<file path="src/rtl/cache_fill_arbiter.sv">
// Round-robin arbiter sharing one SDRAM burst-read port between cache fill
// requesters; forwards the winner's address and steers the fill strobe.
//
// Ports:
//   clk, reset_n   clock, async active-low reset
//   client_req     per-client fill request, held until its fill strobe
//   client_addr    packed per-client word addresses (client i at i*ADDRBITS)
//   client_fill    one-hot strobe marking the first burst word for the owner
//   client_data    burst data, broadcast to every client
//   mem_req        request to the SDRAM controller
//   mem_addr       latched address of the granted client
//   mem_fill       controller strobe, first burst word valid on mem_data
//   mem_data       controller burst data
//   grant          one-hot current owner, zero when idle
//   busy           high from grant until the burst completes
module cache_fill_arbiter #(
    parameter int NCLIENTS = 2,
    parameter int ADDRBITS = 25,
    parameter int BURSTLEN = 4
) (
    input  logic                         clk,
    input  logic                         reset_n,
    input  logic [NCLIENTS-1:0]          client_req,
    input  logic [NCLIENTS*ADDRBITS-1:0] client_addr,
    output logic [NCLIENTS-1:0]          client_fill,
    output logic [15:0]                  client_data,
    output logic                         mem_req,
    output logic [ADDRBITS-1:0]          mem_addr,
    input  logic                         mem_fill,
    input  logic [15:0]                  mem_data,
    output logic [NCLIENTS-1:0]          grant,
    output logic                         busy
);

    localparam int IW = (NCLIENTS > 1) ? $clog2(NCLIENTS) : 1;
    localparam int SW = IW + 1;
    localparam int CW = (BURSTLEN > 2) ? $clog2(BURSTLEN) : 1;

    localparam logic [CW-1:0] CNT_LAST = CW'(BURSTLEN - 1);
    localparam logic [IW-1:0] IDX_LAST = IW'(NCLIENTS - 1);
    localparam logic [SW-1:0] SCAN_N   = SW'(NCLIENTS);

    typedef enum logic [1:0] {
        IDLE,
        WAITFILL,
        BURST,
        GAP
    } state_t;

    state_t                state;
    state_t                state_n;
    logic [IW-1:0]         ptr;
    logic [IW-1:0]         ptr_n;
    logic [IW-1:0]         gidx;
    logic [IW-1:0]         gidx_n;
    logic [CW-1:0]         cnt;
    logic [CW-1:0]         cnt_n;
    logic                  aborted;
    logic                  aborted_n;
    logic [NCLIENTS-1:0]   grant_n;
    logic [ADDRBITS-1:0]   addr_n;
    logic                  req_n;
    logic                  busy_n;

    logic                  pick_vld;
    logic [IW-1:0]         pick_idx;
    logic [SW-1:0]         scan;
    logic [ADDRBITS-1:0]   pick_addr;
    logic                  owner_live;
    logic [IW-1:0]         ptr_adv;

    // Scan requesters starting at the pointer, wrapping past the last client.
    always_comb begin
        pick_vld = 1'b0;
        pick_idx = '0;
        scan     = '0;
        for (int k = 0; k < NCLIENTS; k++) begin
            scan = {1'b0, ptr} + SW'(k);
            if (scan >= SCAN_N) begin
                scan = scan - SCAN_N;
            end
            if (!pick_vld && client_req[scan[IW-1:0]]) begin
                pick_vld = 1'b1;
                pick_idx = scan[IW-1:0];
            end
        end
    end

    always_comb begin
        pick_addr = '0;
        for (int k = 0; k < NCLIENTS; k++) begin
            if (pick_idx == IW'(k)) begin
                pick_addr = client_addr[k*ADDRBITS +: ADDRBITS];
            end
        end
    end

    assign owner_live = |(grant & client_req);
    assign ptr_adv    = (gidx == IDX_LAST) ? '0 : gidx + IW'(1);

    // The cache latches the strobe and first word on the same edge, so both
    // paths stay combinational. A client that let go of its request while
    // waiting is never strobed for this burst, even if it re-requests.
    assign client_data = mem_data;

    always_comb begin
        client_fill = '0;
        if (state == WAITFILL && !aborted && owner_live) begin
            client_fill = grant & {NCLIENTS{mem_fill}};
        end
    end

    always_comb begin
        state_n   = state;
        ptr_n     = ptr;
        gidx_n    = gidx;
        cnt_n     = cnt;
        aborted_n = aborted;
        grant_n   = grant;
        addr_n    = mem_addr;
        req_n     = mem_req;
        busy_n    = busy;
        unique case (state)
            IDLE: begin
                if (pick_vld) begin
                    state_n   = WAITFILL;
                    gidx_n    = pick_idx;
                    grant_n   = NCLIENTS'(1) << pick_idx;
                    addr_n    = pick_addr;
                    req_n     = 1'b1;
                    busy_n    = 1'b1;
                    aborted_n = 1'b0;
                end
            end
            WAITFILL: begin
                if (!owner_live) begin
                    aborted_n = 1'b1;
                end
                // The controller cannot abort, so the request stays up
                // until the first word arrives regardless of the client.
                if (mem_fill) begin
                    state_n = BURST;
                    req_n   = 1'b0;
                    cnt_n   = CW'(1);
                    ptr_n   = ptr_adv;
                end
            end
            BURST: begin
                cnt_n = cnt + CW'(1);
                if (cnt == CNT_LAST) begin
                    state_n = GAP;
                    cnt_n   = '0;
                    grant_n = '0;
                    busy_n  = 1'b0;
                end
            end
            GAP: begin
                // Dead cycle so the served client's request drop is seen
                // before the next arbitration.
                state_n = IDLE;
            end
            default: begin
                state_n = IDLE;
            end
        endcase
    end

    always_ff @(posedge clk or negedge reset_n) begin
        if (!reset_n) begin
            state    <= IDLE;
            ptr      <= '0;
            gidx     <= '0;
            cnt      <= '0;
            aborted  <= 1'b0;
            grant    <= '0;
            mem_addr <= '0;
            mem_req  <= 1'b0;
            busy     <= 1'b0;
        end else begin
            state    <= state_n;
            ptr      <= ptr_n;
            gidx     <= gidx_n;
            cnt      <= cnt_n;
            aborted  <= aborted_n;
            grant    <= grant_n;
            mem_addr <= addr_n;
            mem_req  <= req_n;
            busy     <= busy_n;
        end
    end

endmodule

</file>
<file path="config.mk">
export PLATFORM = sky130hd
export DESIGN_NAME = cache_fill_arbiter
export DESIGN_NICKNAME = d
export VERILOG_FILES = /design/src/rtl/cache_fill_arbiter.sv
export SDC_FILE = /design/constraint.sdc
export NUM_CORES = 1
export LEC_CHECK = 0
export CAP_MARGIN = 25
export CORE_MARGIN = 2
export CORE_UTILIZATION = 35
export DETAILED_ROUTE_END_ITERATION = 12
export PLACE_DENSITY = 0.82
export SLEW_MARGIN = 20
export SYNTH_ARGS = -nofsm -noshare
export SYNTH_HDL_FRONTEND = slang
export SYNTH_SLANG_ARGS = --single-unit
</file>
<file path="constraint.sdc">
create_clock -name clk -period 1.97 [get_ports clk]
set_clock_uncertainty 0.15 [all_clocks]
set_input_delay 0.4925 -clock clk [delete_from_list [all_inputs] [get_ports clk]]
set_output_delay 0.4925 -clock clk [all_outputs]
set_load 0.03 [all_outputs]
</file>
==> impl_summary.txt, run 1 <==
----------------------------------------------------
[Power]
  Leakage ... 1.426 nW
  Worst VDD drop ... 0.7658 mV
  Reg power frac ... 29.1%
  Combinational Power Share ... 59.4%
  Power per cell area ... 1489 nW/µm²
  Switching power ... 1.999 mW
  Clock Power Share ... 11.5%
  Total chip power ... 4.616 mW
  Switching portion of total power ... 43.30%
  Cell-internal power ... 2.617 mW

[STA]
  Fin crit share ... 102.3%
  Setup repair after global routing missed its margin ... true
  Hold slack final ... -0.01002 ns
  Rel. slew slack ... 71.53%
  Maximum achievable frequency ... 0.4960 GHz
  Max Transition Viols Final ... 0
  Worst-margin pin slew ... 0.4271 ns
  Worst Setup Slack, final ... -0.04594 ns
  Post-layout minimum cycle time ... 2.016 ns
  Endpoints failing setup ... 2
  Hold Vio Cnt, Final ... 16

[Cells and area]
  Share of post-route cells with drive strength above 1 ... 16.12%
  P&R area growth vs syn ... 61.47%
  Final #Nets ... 378
  Number of non-filler instances in the completed layout ... 374
  Number of antenna repair diodes ... 0

[Yosys]
  Compound-gate portion of the synthesized area ... 27.64%
  Share of cell area taken by muxes after synthesis ... 1.825%
  Yosys warning count ... 0
  Number of unique standard cell types used by synthesis ... 31
  Largest cells by area after synthesis ... sky130_fd_sc_hd__dfrtp_1 47%, sky130_fd_sc_hd__a31oi_1 8.1%, sky130_fd_sc_hd__a21oi_1 7.0%, sky130_fd_sc_hd__o21ai_0 6.8%, sky130_fd_sc_hd__buf_4 6.3%
  Library cell occupying the most area in the post-synthesis netlist ... sky130_fd_sc_hd__dfrtp_1
  Mapped Nets ... 289
  Basic-gate share of the synthesized area counting and, or, nand and nor cells ... 10.50%
  Synthesized instance count ... 214
  Netlist area before placement ... 1919 µm²
  Fraction of the mapped netlist area in adder cells ... 2.608%
  Sequential area share after synthesis ... 46.94%
  Fraction of post-synthesis cell area in the top cell type by area ... 46.94%
  Combinational family with the most area after synthesis ... compound AO/OA/AOI/OAI gates
  Mean post-synth cell area ... 8.969 µm²
  Flops & latches, synth ... 36
  Post-synthesis xor/xnor area fraction ... 0%

[Setup path]
  Setup CP Type ... in -> out
  Data arrival time of the critical path ... 1.37 ns
  Worst Reg-to-Reg Cells ... 6
  Critical path startpoint category ... input port
  Worst Path Required ... 1.33 ns
  Critical Path Fanout Max ... 2
  Kind of capture point of the worst setup path ... output pin

[Outcome]
  Violations in the final reports ... negative hold slack, negative setup slack
  Outcome ... complete, but fails checks

[Place]
  IO Port Bufs ... 85
  Weighted congestion at the end of routability-driven global placement ... 0.7771
  Placed cell count ... 362
  Estimated wirelength of the detail-placed design ... 4.100 mm

[Drt]
  Routed wire length ... 5.886 mm
  Avg Vias per Cell ... 5.340
  Average detailed-routed wire length per instance ... 15.74 µm
  DRC viols ... 0
  Via count ... 1997
  Number of routed nets with antenna violations ... 0
  Total iterations of the first detailed-routing run ... 5
  Iter 0 DRT Violations ... 89

[Global route]
  Number of global-route vias before repair ... 1897
  Total congestion overflow after global routing ... 0
  Maximum number of pins on one net before global-route repair ... 21
  Total routing usage reported by global routing ... 19.09%
  Wire length of the first global-routing pass ... 9.232 mm
  Number of antenna violations at the first check in global routing ... 0

[Floorplan]
  Count of boundary I/O pins ... 118
  Core area ... 5205 µm²
  Effective utilization at floorplan ... 36.88%
  Vertical die dimension ... 78.05 µm
  Die area ... 6092 µm²
  Die boundary width ... 78.05 µm
  # rows ... 26

[Clock tree]
  Clock slew at reported path FFs ... 0.07 ns
  CTS tree ... built
  TritonCTS buffer count ... 5
  CTS H-Tree Depth ... 2
  Sinks on the clock net ... 36
  Number of buffers added to fix hold violations after cts ... 0
  Clock latency of the later-clocked register in the worst-skew pair ... 0.28 ns
  Root buffer cell ... sky130_fd_sc_hd__clkbuf_8
  Clock tree buffer depth ... 2

[Flow run]
  Max-cap violation count ... 0

[Worst hold path]
  Hold Crit Class ... in -> async

----------------------------------------------------
==> final cells by class <==
type	count	area, µm²
fill	462	2106
timing repair buffer	114	1147
sequential	36	900.9
multi-input combinational	142	858.3
clock buffer	8	90.09
tap	70	87.58
inverter	4	15.01
==> kinds of logic (layout without fill, tap and decap cells) <==
kind of cell,count (synthesis),in the layout
AOI/OAI and AO/OA,91,91
adders and majority gates,4,4
buffers and inverters,36,126
DFF,36,36
muxes,3,3
and+or+nand+nor,44,44
==> Yosys cell counts, drive strengths merged <==
master    n
and2      2
a21o      1
nand2     4
or3b      1
a31oi    25
a22oi     1
a21oi    27
o21ai    27
a22o      1
o21a      1
o221ai    1
mux2      1
o211ai    3
ha        4
nand2b    4
buf      23
nor3      1
inv       4
dfrtp    36
a32o      2
nand3     1
nor2     29
and3      1
clkbuf    9
o311ai    1
o2bb2ai   1
mux2i     2
and2b     1
==> placed cells by master, fill, tap and decap left out, drive strengths merged, types with 8 or more instances in the layout <==
cell type,instances
buf,32
o21ai,27
a21oi,27
a31oi,25
dlymetal6s2s,19
clkbuf,8
dfrtp,36
dlygate4sd2,13
nor2,29
clkdlybuf4s50,50
==> metrics by stage <==
step / utilization (%) / instance area [µm²] / worst slack (ns) / TNS (ns) / hold WS, ns
3_5_place_dp: 55.70 / 2899 / -0.3294 / -8.272 / 0.3099
3_3_place_gp: 55.70 / 2899 / -0.2920 / -7.438 / 0.2964
2_1_floorplan: - / 1919 / 0.1013 / 0 / 0.04691
6_report: 59.54 / 3099 / -0.04594 / -0.08443 / -0.01002
4_1_cts: 58.44 / 3042 / -0.1123 / -0.2212 / 0.004039
5_1_grt: 59.54 / 3099 / -0.1363 / -0.2634 / 0.01533
==> state kept, by name, summed over array words and instances (netlist names) <==
register and count:
cnt 2, aborted 1, mem_addr 25, gidx 1, grant 2, state 2
mem_req 1, ptr 1, busy 1
==> layer usage <==
| layer | part of all wire [%] | track usage (%) |
|---|---|---|
| met5 | 0 | 0 |
| met4 | 0.39 | 4.211 |
| met3 | 11 | 5.747 |
| met2 | 48 | 32.59 |
| met1 | 41 | 23.89 |
==> critical path, stage by stage <==
cell                            delay [ns]
sky130_fd_sc_hd__dlygate4sd2_1        0.28
sky130_fd_sc_hd__a22oi_2              0.24
sky130_fd_sc_hd__nor3_4               0.07
sky130_fd_sc_hd__and2_4               0.16
sky130_fd_sc_hd__buf_6                0.13
==> power by group through the flow <==
stage / Clock, mW / Sequential [mW] / Combinational, mW
floorplan: 0 / 1.90 / 1.07
global placement: 0 / 1.34 / 2.69
detailed placement: 0 / 1.34 / 2.76
CTS: 0.546 / 1.34 / 2.77
global route: 0.572 / 1.39 / 2.96
finish: 0.532 / 1.34 / 2.74
==> what timing repair did <==
item                                   4_1_cts  5_1_grt
resized for setup                           24       20
setup buffers                                3        1
setup endpoints to repair                   12       21
endpoints found under the hold margin        0        0
pin swaps                                    3        2
==> path summary, 6_finish.rpt <==
| path | startpoint | end | slack, ns |
|---|---|---|---|
| setup / recovery | client_req[1] | client_fill[0] | -0.05 |
| hold / removal | reset_n | mem_req | -0.01 |
| setup reg to reg | state[1] | state[1] | 0.14 |
| hold reg to reg | gidx | ptr | 0.32 |
| max in group asynchronous | reset_n | mem_addr[19] | 1.23 |
| min in group clk | gidx | ptr | 0.32 |
No activity file was read; power rests on OpenSTA's default activity.
==> run 2, diff against run 1 <==
CORE_UTILIZATION = 33   (was 35)
PLACE_DENSITY = 0.81   (was 0.82)
clock period = 1.8 ns   (was 1.97 ns; I/O delays follow)
==> impl_summary.txt, run 2 (same netlist as run 1, synthesis figures left out) <==
----------------------------------------------------
[Outcome]
  Outcome ... complete, but fails checks
  Violations in the final reports ... negative setup slack

[Global route]
  Maximum number of pins on one net before global-route repair ... 22 (+4.8%)
  Total routing usage reported by global routing ... 19.08% (about the same)
  Wire length of the first global-routing pass ... 9.453 mm (+2.4%)
  Number of antenna violations at the first check in global routing ... 0 (unchanged)
  Total congestion overflow after global routing ... 0 (unchanged)
  Number of global-route vias before repair ... 1925 (+1.5%)

[Setup path]
  Critical path startpoint category ... flop
  Worst Path Required ... 1.20 ns (-0.13 ns)
  Register-to-register path setup slack ... 0.01 ns (-0.13 ns)
  Kind of capture point of the worst setup path ... output pin
  Critical path's slowest cell ... sky130_fd_sc_hd__dfrtp_1
  Data arrival time of the critical path ... 1.37 ns (about the same)
  Setup CP Type ... reg -> out
  Slowest cell delay on critical path ... 0.39 ns (+0.11 ns)
  Destination of the worst register-to-register timing path ... state[1]
  Worst Reg-to-Reg Cells ... 6 (unchanged)
  Worst R2R Start ... state[1]
  Critical path buffer and inverter count ... 2 (unchanged)
  Crit-path cells ... inv_2 -> ha_4 -> nand2_4 -> nor3_4 -> and2_4 -> buf_6
  Top Family by Delay on Critical Path ... flip-flops
  Critical Path Fanout Max ... 3 (+1)

[Power]
  Power per cell area ... 1629 nW/µm² (+9.4%)
  Worst VDD drop ... 0.6904 mV (-9.8%)
  Total chip power ... 4.982 mW (+7.9%)
  Leakage ... 1.301 nW (-8.8%)

[Drt]
  Avg Vias per Cell ... 5.216 (-2.3%)
  Via count ... 1956 (-2.1%)
  Routed wire length ... 5.827 mm (-1.0%)
  Total iterations of the first detailed-routing run ... 4 (-1)
  Number of routed nets with antenna violations ... 0 (unchanged)
  Iter 0 DRT Violations ... 122 (+37%)
  DRC viols ... 0 (unchanged)
  Average detailed-routed wire length per instance ... 15.54 µm (-1.3%)

[Clock tree]
  Clock slew at reported path FFs ... 0.07 ns (about the same)
  Clock latency of the later-clocked register in the worst-skew pair ... 0.28 ns (about the same)
  Root buffer cell ... sky130_fd_sc_hd__clkbuf_8
  CTS tree ... built
  CTS H-Tree Depth ... 2 (unchanged)
  Clock tree buffer depth ... 2 (unchanged)
  TritonCTS buffer count ... 5 (unchanged)
  Sinks on the clock net ... 36 (unchanged)

[Floorplan]
  # rows ... 27 (+3.8%)
  Die area ... 6442 µm² (+5.8%)
  Count of boundary I/O pins ... 118 (unchanged)
  Vertical die dimension ... 80.27 µm (+2.8%)
  Die boundary width ... 80.27 µm (+2.8%)
  Core area ... 5574 µm² (+7.1%)
  Effective utilization at floorplan ... 34.43% (-2.4 points)

[Cells and area]
  Number of flip-flops in the largest register ... 25 (unchanged)
  Sequential cell area ... 900.9 µm² (unchanged)
  Leading cell types in the layout, fill and taps excluded ... 50 x sky130_fd_sc_hd__clkdlybuf4s50_1, 36 x sky130_fd_sc_hd__dfrtp_1, 32 x sky130_fd_sc_hd__dlygate4sd2_1, 29 x sky130_fd_sc_hd__nor2_1, 27 x sky130_fd_sc_hd__a21oi_1
  Total area of multi-input combinational cells ... 870.8 µm² (+1.5%)
  Reg with most FFs ... mem_addr
  Most common cell after layout, fill and taps aside ... sky130_fd_sc_hd__clkdlybuf4s50_1
  P&R area growth vs syn ... 59.32%
  Share of post-route cells with drive strength above 1 ... 16.17% (+0.053 points)
  Number of antenna repair diodes ... 0 (unchanged)
  Number of filler instances in the final layout ... 541 (+17%)
  Final #Nets ... 377 (-0.26%)

[STA]
  Setup repair after global routing missed its margin ... true
  Endpoints failing setup ... 2 (unchanged)
  Setup TNS Final ... -0.3350 ns (-0.2506 ns)
  Post-layout minimum cycle time ... 1.971 ns
  Maximum achievable frequency ... 0.5074 GHz
  Worst-margin pin slew ... 0.4893 ns (+0.06218 ns)
  Hold Vio Cnt, Final ... 0 (-16)
  Fin crit share ... 109.5%
  Max Transition Viols Final ... 0 (unchanged)
  Worst Setup Slack, final ... -0.1709 ns (-0.1250 ns)
  Rel. slew slack ... 67.38% (-4.1 points)

[Place]
  IO Port Bufs ... 85 (unchanged)
  Weighted congestion at the end of routability-driven global placement ... 0.8293 (+6.7%)
  Worst slack after detailed placement ... -0.4687 ns (-0.1392 ns)
  Estimated wirelength of the detail-placed design ... 4.208 mm (+2.6%)

[Worst hold path]
  Hold Crit Class ... reg -> reg
  Depth of the worst hold-timing path ... 1
  Beginning of the worst hold path ... busy
  End point of the most critical hold path ... busy

[Flow run]
  Max-cap violation count ... 0 (unchanged)

----------------------------------------------------
[run 2: cell count changes in the layout (fill, tap and decap cells not counted)]
cell	before	now
sky130_fd_sc_hd__buf_12	4	5
sky130_fd_sc_hd__ha_1	3	2
sky130_fd_sc_hd__clkbuf_1	2	1
sky130_fd_sc_hd__dlygate4sd2_1	13	32
sky130_fd_sc_hd__clkinvlp_4	0	1
sky130_fd_sc_hd__ha_4	1	2
sky130_fd_sc_hd__buf_6	2	3
sky130_fd_sc_hd__buf_4	25	21
sky130_fd_sc_hd__dlymetal6s2s_1	19	0
sky130_fd_sc_hd__dlygate4sd3_1	0	1
[run 2: worst reg2reg max path: stages (launching register included)]
cell and delay, ns:
sky130_fd_sc_hd__dfrtp_1 0.39, sky130_fd_sc_hd__inv_2 0.08, sky130_fd_sc_hd__buf_4 0.11, sky130_fd_sc_hd__ha_4 0.12, sky130_fd_sc_hd__or3b_4 0.38, sky130_fd_sc_hd__and3_4 0.16
sky130_fd_sc_hd__mux2_4 0.29
[run 2: how the worst max path moves through the flow]
stage	from	end	slack, ns	cells past startpoint
after floorplan	state[0]	state[1]	0.02	5
after global placement	mem_fill	client_fill[0]	-0.42	5
after detailed placement	mem_fill	client_fill[1]	-0.47	5
after CTS	state[1]	client_fill[1]	-0.25	6
after global routing	state[1]	client_fill[1]	-0.25	6
final	state[1]	client_fill[1]	-0.17	6
[run 2: what timing repair did]
item	4_1_cts	5_1_grt
setup endpoints to repair	32	6
hold endpoints to repair	18	0
buffers inserted	1	1
gates resized for setup	45	1
hold buffers	1	0
pin swaps	2	2
[run 2: metal layers]
metal / global-route usage (%) / share of wire (%) / up-vias
met3: 4.944 / 8.2 / 10
li1: - / - / 927
met2: 32.58 / 47 / 82
met5: 0 / 0 / -
met4: 5.424 / 1.1 / 0
met1: 23.72 / 43 / 937
[run 2: final cells by class]
type / count / share of cell area [%]
well taps: 72 / 2.946
clock buffers: 7 / 2.823
multi-input cells: 142 / 28.48
clock inverters: 1 / 0.2455
repair buffers: 113 / 35.56
flip-flops and latches: 36 / 29.46
inverters: 4 / 0.4910
[run 2: power breakdown]
part           leakage (nW)  internal, mW  total [mW]  switching, mW
combinational         0.845          1.25        2.93           1.69
clock                0.0445         0.311       0.587          0.276
sequential            0.411          1.22        1.46          0.240
total                  1.30          2.78        4.98           2.20
[run 2: stage by stage]
step	utilization, %	instance area (µm²)	hold WS [ns]	cells
2_1_floorplan	-	1924	0.004409	214
3_3_place_gp	52.37	2919	0.2764	364
3_5_place_dp	52.37	2919	0.2838	364
4_1_cts	54.66	3047	0.3388	374
5_1_grt	54.86	3058	0.3644	375
6_report	54.86	3058	0.3374	375
